`src/rtl/potato2_control.sv`:
```
// Control FSM for a Brainf*ck-style core: decodes the opcode at the current PC,
// issues datapath strobes and PC moves, and skips over loop bodies using a nesting counter.
module potato2_control #(
    parameter int DEPTH_W = 8
) (
    input  logic               clk,
    input  logic               rst_n,
    input  logic               run_en,
    input  logic               ioready,
    input  logic               zeroflag,
    input  logic [3:0]         instruction,
    output logic               pc_inc,
    output logic               pc_dec,
    output logic               cmd_data_inc,
    output logic               cmd_data_dec,
    output logic               cmd_ptr_inc,
    output logic               cmd_ptr_dec,
    output logic               cmd_out,
    output logic               cmd_in,
    output logic               halted,
    output logic               error,
    output logic [DEPTH_W-1:0] depth
);

    localparam logic [2:0] ST_RESET     = 3'd0;
    localparam logic [2:0] ST_RUN       = 3'd1;
    localparam logic [2:0] ST_SKIP_FWD  = 3'd2;
    localparam logic [2:0] ST_SKIP_BACK = 3'd3;
    localparam logic [2:0] ST_HALT      = 3'd4;
    localparam logic [2:0] ST_ERROR     = 3'd5;

    localparam logic [3:0] OP_DATA_INC = 4'h1;
    localparam logic [3:0] OP_DATA_DEC = 4'h2;
    localparam logic [3:0] OP_PTR_INC  = 4'h3;
    localparam logic [3:0] OP_PTR_DEC  = 4'h4;
    localparam logic [3:0] OP_OPEN     = 4'h5;
    localparam logic [3:0] OP_CLOSE    = 4'h6;
    localparam logic [3:0] OP_OUT      = 4'h7;
    localparam logic [3:0] OP_IN       = 4'h8;
    localparam logic [3:0] OP_HALT     = 4'hF;

    localparam logic [DEPTH_W-1:0] DEPTH_ZERO = '0;
    localparam logic [DEPTH_W-1:0] DEPTH_ONE  = DEPTH_W'(1);
    localparam logic [DEPTH_W-1:0] DEPTH_MAX  = '1;

    logic [2:0]         state_q, state_d;
    logic [DEPTH_W-1:0] depth_q, depth_d;

    always_comb begin
        state_d      = state_q;
        depth_d      = depth_q;
        pc_inc       = 1'b0;
        pc_dec       = 1'b0;
        cmd_data_inc = 1'b0;
        cmd_data_dec = 1'b0;
        cmd_ptr_inc  = 1'b0;
        cmd_ptr_dec  = 1'b0;
        cmd_out      = 1'b0;
        cmd_in       = 1'b0;
        if (run_en) begin
            case (state_q)
                ST_RESET: begin
                    state_d = ST_RUN;
                    depth_d = DEPTH_ZERO;
                end
                ST_RUN: begin
                    case (instruction)
                        OP_DATA_INC: begin cmd_data_inc = 1'b1; pc_inc = 1'b1; end
                        OP_DATA_DEC: begin cmd_data_dec = 1'b1; pc_inc = 1'b1; end
                        OP_PTR_INC:  begin cmd_ptr_inc  = 1'b1; pc_inc = 1'b1; end
                        OP_PTR_DEC:  begin cmd_ptr_dec  = 1'b1; pc_inc = 1'b1; end
                        // I/O stalls in place until the external side is ready
                        OP_OUT: begin
                            cmd_out = ioready;
                            pc_inc  = ioready;
                        end
                        OP_IN: begin
                            cmd_in = ioready;
                            pc_inc = ioready;
                        end
                        OP_OPEN: begin
                            pc_inc = 1'b1;
                            if (zeroflag) begin
                                depth_d = DEPTH_ONE;
                                state_d = ST_SKIP_FWD;
                            end
                        end
                        OP_CLOSE: begin
                            if (zeroflag) begin
                                pc_inc = 1'b1;
                            end else begin
                                pc_dec  = 1'b1;
                                depth_d = DEPTH_ONE;
                                state_d = ST_SKIP_BACK;
                            end
                        end
                        OP_HALT: state_d = ST_HALT;
                        default: pc_inc = 1'b1;
                    endcase
                end
                ST_SKIP_FWD: begin
                    pc_inc = 1'b1;
                    if (instruction == OP_OPEN) begin
                        if (depth_q == DEPTH_MAX) state_d = ST_ERROR;
                        else                      depth_d = depth_q + DEPTH_ONE;
                    end else if (instruction == OP_CLOSE) begin
                        depth_d = depth_q - DEPTH_ONE;
                        if (depth_q == DEPTH_ONE) state_d = ST_RUN;
                    end
                end
                ST_SKIP_BACK: begin
                    // The matching '[' ends the scan and steps forward past it
                    if (instruction == OP_OPEN && depth_q == DEPTH_ONE) begin
                        pc_inc  = 1'b1;
                        depth_d = DEPTH_ZERO;
                        state_d = ST_RUN;
                    end else begin
                        pc_dec = 1'b1;
                        if (instruction == OP_CLOSE) begin
                            if (depth_q == DEPTH_MAX) state_d = ST_ERROR;
                            else                      depth_d = depth_q + DEPTH_ONE;
                        end else if (instruction == OP_OPEN) begin
                            depth_d = depth_q - DEPTH_ONE;
                        end
                    end
                end
                ST_HALT:  state_d = ST_HALT;
                ST_ERROR: state_d = ST_ERROR;
                default:  state_d = ST_RESET;
            endcase
        end
    end

    always_ff @(posedge clk) begin
        if (!rst_n) begin
            state_q <= ST_RESET;
            depth_q <= DEPTH_ZERO;
        end else begin
            state_q <= state_d;
            depth_q <= depth_d;
        end
    end

    assign halted = (state_q == ST_HALT);
    assign error  = (state_q == ST_ERROR);
    assign depth  = depth_q;

endmodule

```
`config.mk`:
```
export PLATFORM = sky130hd
export DESIGN_NAME = potato2_control
export DESIGN_NICKNAME = d
export VERILOG_FILES = /design/src/rtl/potato2_control.sv
export SDC_FILE = /design/constraint.sdc
export NUM_CORES = 1
export LEC_CHECK = 0
export CAP_MARGIN = 15
export CORE_ASPECT_RATIO = 1.4
export CORE_MARGIN = 5
export CORE_UTILIZATION = 48
export CTS_CLUSTER_SIZE = 28
export DETAILED_ROUTE_END_ITERATION = 8
export PLACE_DENSITY = 0.83
export REMOVE_ABC_BUFFERS = 1
export SLEW_MARGIN = 20
export SYNTH_ARGS = -nofsm -noshare
export SYNTH_HDL_FRONTEND = slang
export SYNTH_SLANG_ARGS = --single-unit
```
`constraint.sdc`:
```
create_clock -name clk -period 1.74 [get_ports clk]
set_input_delay 0.348 -clock clk [delete_from_list [all_inputs] [get_ports clk]]
set_output_delay 0.348 -clock clk [all_outputs]
set_load 0.03 [all_outputs]
```
# Word-level counts from Yosys, hierarchy flattened
# Cells that the tools add are included.
# word_totals
ff_bits	11
output_inout_bits	18
wordCells	82
# op_classes
add_sub_neg	2
n_eq_ne	24
muxes	48
n_reduce_logical	6
# op_table
cell	n
2-to-1 mux 8 bit	8
one-hot mux 8 bit (4 select lines)	1
2-to-1 mux 1 bit	25
2-to-1 mux 3 bit	8
!= test 3 bit (second input constant)	6
one-hot mux 3 bit (6 select lines)	1
== test 4 x 3 -> 1 bit (second input constant)	4
one-hot mux 8 bit (2 select lines)	1
AND reduction 7 bit	2
one-hot mux 3 bit (3 select lines)	1
adder 8 x 1 -> 8 bit (second input constant)	1
== test 4 x 2 -> 1 bit (second input constant)	2
== test 4 bit (second input constant)	2
== test 8 x 1 -> 1 bit (second input constant)	1
== test 8 bit (second input constant)	1
subtractor 8 x 1 -> 8 bit (second input constant)	1
== test 3 x 2 -> 1 bit (second input constant)	2
== test 3 bit (second input constant)	2
one-hot mux 1 bit (3 select lines)	2
== test 4 x 1 -> 1 bit (second input constant)	1
!= test 4 x 3 -> 1 bit (second input constant)	1
!= test 4 bit (second input constant)	1
nonzero test 4 bit	1
== test 3 x 1 -> 1 bit (second input constant)	1
other kinds (4)	4

# Longest topological paths before layout
# depth
ltp_word	5
mapped_depth	8
ltp_nobuf	7

# Least setup slack after synthesis
# OpenSTA, ideal clock, no wires.
# synth_timing
path_kind	flip-flop to output port
startpoint	register depth_q[1] (netlist: depth[1])
endpoint	output port pc_dec
arrival_ns	2.010
setup_slack_ns	-0.618
stages_incl_launch_ff	8
path_cell_list	dfxtp_1 -> inv_1 -> ha_1 -> nor4b_4 -> nand3_1 -> nand2_1 -> o21a_1 -> nor3_1
# synth_between
elab_chain_cells	5
# synth_lines
item	line_no	text
from (decl)	47	logic [DEPTH_W-1:0] depth_q, depth_d;
from (signal assigned)	140	depth_q <= depth_d;
== test 8 x 1 -> 1 bit	113	if (instruction == OP_OPEN && depth_q == DEPTH_ONE) begin
logical AND 1 bit	113	
2-to-1 mux 1 bit	113	
one-hot mux 1 bit (2 select lines)	61	case (state_q)
2-to-1 mux 1 bit	60	if (run_en) begin
to (decl)	13	output logic pc_dec,
# Every way passes these cells.

# Final worst setup path
# layout_timing
startpoint	register depth_q[1] (netlist: depth[1])
endpoint	output port pc_inc
# layout_between
elab_chain_cells	5
# layout_lines
item	line_no	text
== test 8 x 1 -> 1 bit	113	
logical AND 1 bit	113	
2-to-1 mux 1 bit	113	
one-hot mux 1 bit (3 select lines)	61	
2-to-1 mux 1 bit	60	
to (decl)	12	output logic pc_inc,
# Every way passes these cells.

==> metrics.csv <==
stage;metric;value;unit
setup_path;path_max_fanout;2;
grt;antenna_found_initial;0;
timing;fin_ws;-0.2728;ns
placement;io_buffers;26;
placement;hpwl;3854;um
synth;yosys_warnings;0;
synth;synth_xor_area_share;1.166;%
grt;grt_pass1_wl;8749;um
synth;synth-adder-area-share;2.498;%
die;coreArea;3063;um2
timing;finalCriticalPeriod;2.013;ns
cts;cts.reportedPaths.clkPinSlew;0.05;ns
cts;root_buffer;clkbuf_8;
timing;holdWs;0.6800;ns
synth;synthCells;187;
detailed_routing;vias;1968;
outcome;outcome;finished, violations left;
synth;synth-edff-count;0;
grt;grt_max_degree;14;
setup_path;end_kind;output port;
pwr;leakage;1.018;nW
placement;place_congestion;0.9097;
synth;synthMuxAreaShare;1.998;%
setup_path;crit_type;reg2out;
flow_run;maxCapViolations;0;
finish;multi_input_area;1315;um2
timing;hold_viol_final;0;
cts;clock_sinks;11;
detailed_routing;drt_wl_total;5640;um
cts;cts_buffers;3;
grt;grt-ovfl-total;0;
detailed_routing;drt_iter0_drc;101;
setup_path;critPathLaunchType;register;
detailed_routing;ant_nets;0;
finish;drive_gt1_share;50.37;%
timing;rsz0062_at_grt;yes;
timing;relSlewSlack;68.52;%
min_path;min_path_type;reg2reg;
timing;slew_violations;0;
cts;cts_max_level;1;
finish;diodes;0;
detailed_routing;drc_errors;0;
synth;synth_top_area_cell;dfxtp_1;
timing;tightest_slew;0.4686;ns
finish;final-seq-area;229.0;um2
finish;syn_to_final_growth;62.70;%
synth;yosysMostFrequentCell;nand2_1;
detailed_routing;firstDrtPassIters;4;
synth;synth.avg_cell_area;8.036;um2
die;ioPinCount;27;
synth;ys_async_sr_fraction;0;%
pwr;peakVddDrop;348.8;uV
finish;nets;285;
timing;setup_viol;16;
finish;n_fill_cell;214;
synth;ys_ff_latch;11;
detailed_routing;post_drt_wl_per_cell;18.14;um
synth;synth-compound-area-share;33.72;%
die;die_area;4365;um2
die;die_x;57.29;um
grt;grt.total_usage;24.89;%
timing;fin_crit_sh;115.7;%
detailed_routing;drt-vias-per-instance;6.328;
synth;netlist_area;1503;um2
timing;fmax;496.8;MHz
synth;synth_common_cells;nand2_1, a21oi_1, dfxtp_1, inv_1, nor2_1;
placement;preCtsSetupSlack;-0.6118;ns
synth;synth_simple_gate_area_share;36.47;%
die;row_count;24;
cts;cts_buffer_depth;2;
synth;synth_area_leaders;dfxtp_1, a21oi_1, nand2_1;
synth;synth_top_area_share;14.65;%
synth;synth_flop_cell;dfxtp_1;
outcome;failed_checks;setup timing;
setup_path;cp_data_arrival_time;1.66;ns
setup_path;critPathRequiredTime;1.39;ns
cts;cts_tree;done;
timing;skew;0.004586;ns
die;die_h;76.20;um
die;initial_core_util;49.06;%
pwr;power.density;387.3;nW/um2
cts;clk_latency;0.24;ns
synth;yosysSeqAreaShare;14.65;%
synth;synth_cell_types;69;
grt;grt_pass1_vias;1908;
synth;synth_top_family_by_area;simple AND/OR/NAND/NOR gates;
-- final cells by class --
| type | count | area share, % |
|---|---|---|
| Timing Repair Buffer | 94 | 31.32 |
| Inverter | 11 | 1.689 |
| Clock buffer | 4 | 1.842 |
| Sequential cell | 11 | 9.365 |
| Multi-Input combinational cell | 152 | 53.79 |
| Tap cell | 39 | 1.996 |
-- metal layers --
| metal | part of all wire [%] | global-route usage [%] |
|---|---|---|
| met1 | 34 | 23.64 |
| met2 | 53 | 46.91 |
| met3 | 6.0 | 3.898 |
| met4 | 7.1 | 16.24 |
| met5 | 0 | 0 |
-- sequential cells by signal, indices dropped and copies added, names as in the netlist --
register / count
depth: 8
state_q: 3
-- placed cells by master (no fill, tap or decap), types with 3 or more instances in the layout --
cell type and count:
o211ai_1 4, dfxtp_2 4, inv_1 9, a31oi_1 4, a22o_1 3, clkbuf_8 3, nand2_1 9, nor2b_1 3
nand2_2 3, nand2b_1 3, dfxtp_1 6, dlygate4sd2_1 10, nor3_4 3, nor3b_2 3, nand4_1 6, o21ai_0 3
buf_4 68, nand3b_1 4, buf_6 11, nor2_1 7, nor3_1 6, a311oi_1 3, a21oi_1 9, nand3_1 5
-- through the flow --
| stage | util, % | TNS (ns) | area (um2) | std cells | total power [mW] |
|---|---|---|---|---|---|
| final | 79.82 | -2.297 | 2445 | 311 | 0.9468 |
| after global routing | 79.82 | -4.096 | 2445 | 311 | 0.9914 |
| after CTS | 75.74 | -1.576 | 2320 | 307 | 0.9048 |
| after detailed placement | 69.00 | -9.602 | 2113 | 296 | 0.6129 |
| after global placement | 69.00 | -9.036 | 2113 | 296 | 0.6061 |
| after floorplan | - | -8.196 | 1401 | 174 | 0.4444 |
-- what timing repair did --
action,in CTS,in global routing
cloned,0,1
resized for setup,56,27
endpoints found under the setup margin,27,21
pin swaps,21,10
hold buffers,0,0
buffers inserted,10,4
-- path summary, 6_finish.rpt --
kind	cells past startpoint	end	startpoint	slack, ns
min	2	depth[5]	depth[5]	0.68
min reg2reg	2	depth[5]	depth[5]	0.68
max reg2reg	9	state_q[1]	depth[1]	-0.18
max	7	pc_inc	depth[1]	-0.27
-- cell families (layout without fill, tap and decap cells) --
logic type | count (synthesis) | in the layout
simple gates | 81 | 81
compound gates | 63 | 63
buf+inv | 24 | 109
flops | 11 | 11
fa+ha+maj | 3 | 3
mux | 3 | 3
xor+xnor | 2 | 2
-- worst max-delay path, cell delays in order (launching register included) --
cell and delay (ns):
dfxtp_2 0.32, inv_2 0.06, ha_4 0.11, nor4b_4 0.25
nand3_2 0.15, a31o_4 0.27, a21oi_4 0.12, buf_6 0.14
-- power breakdown --
group / switching (mW) / leakage, nW / total, mW / internal (mW)
sequential: 0.0111 / 0.0916 / 0.271 / 0.260
clock: 0.104 / 0.0228 / 0.265 / 0.161
combinational: 0.213 / 0.904 / 0.411 / 0.198
(Power assumes the default switching activity.)
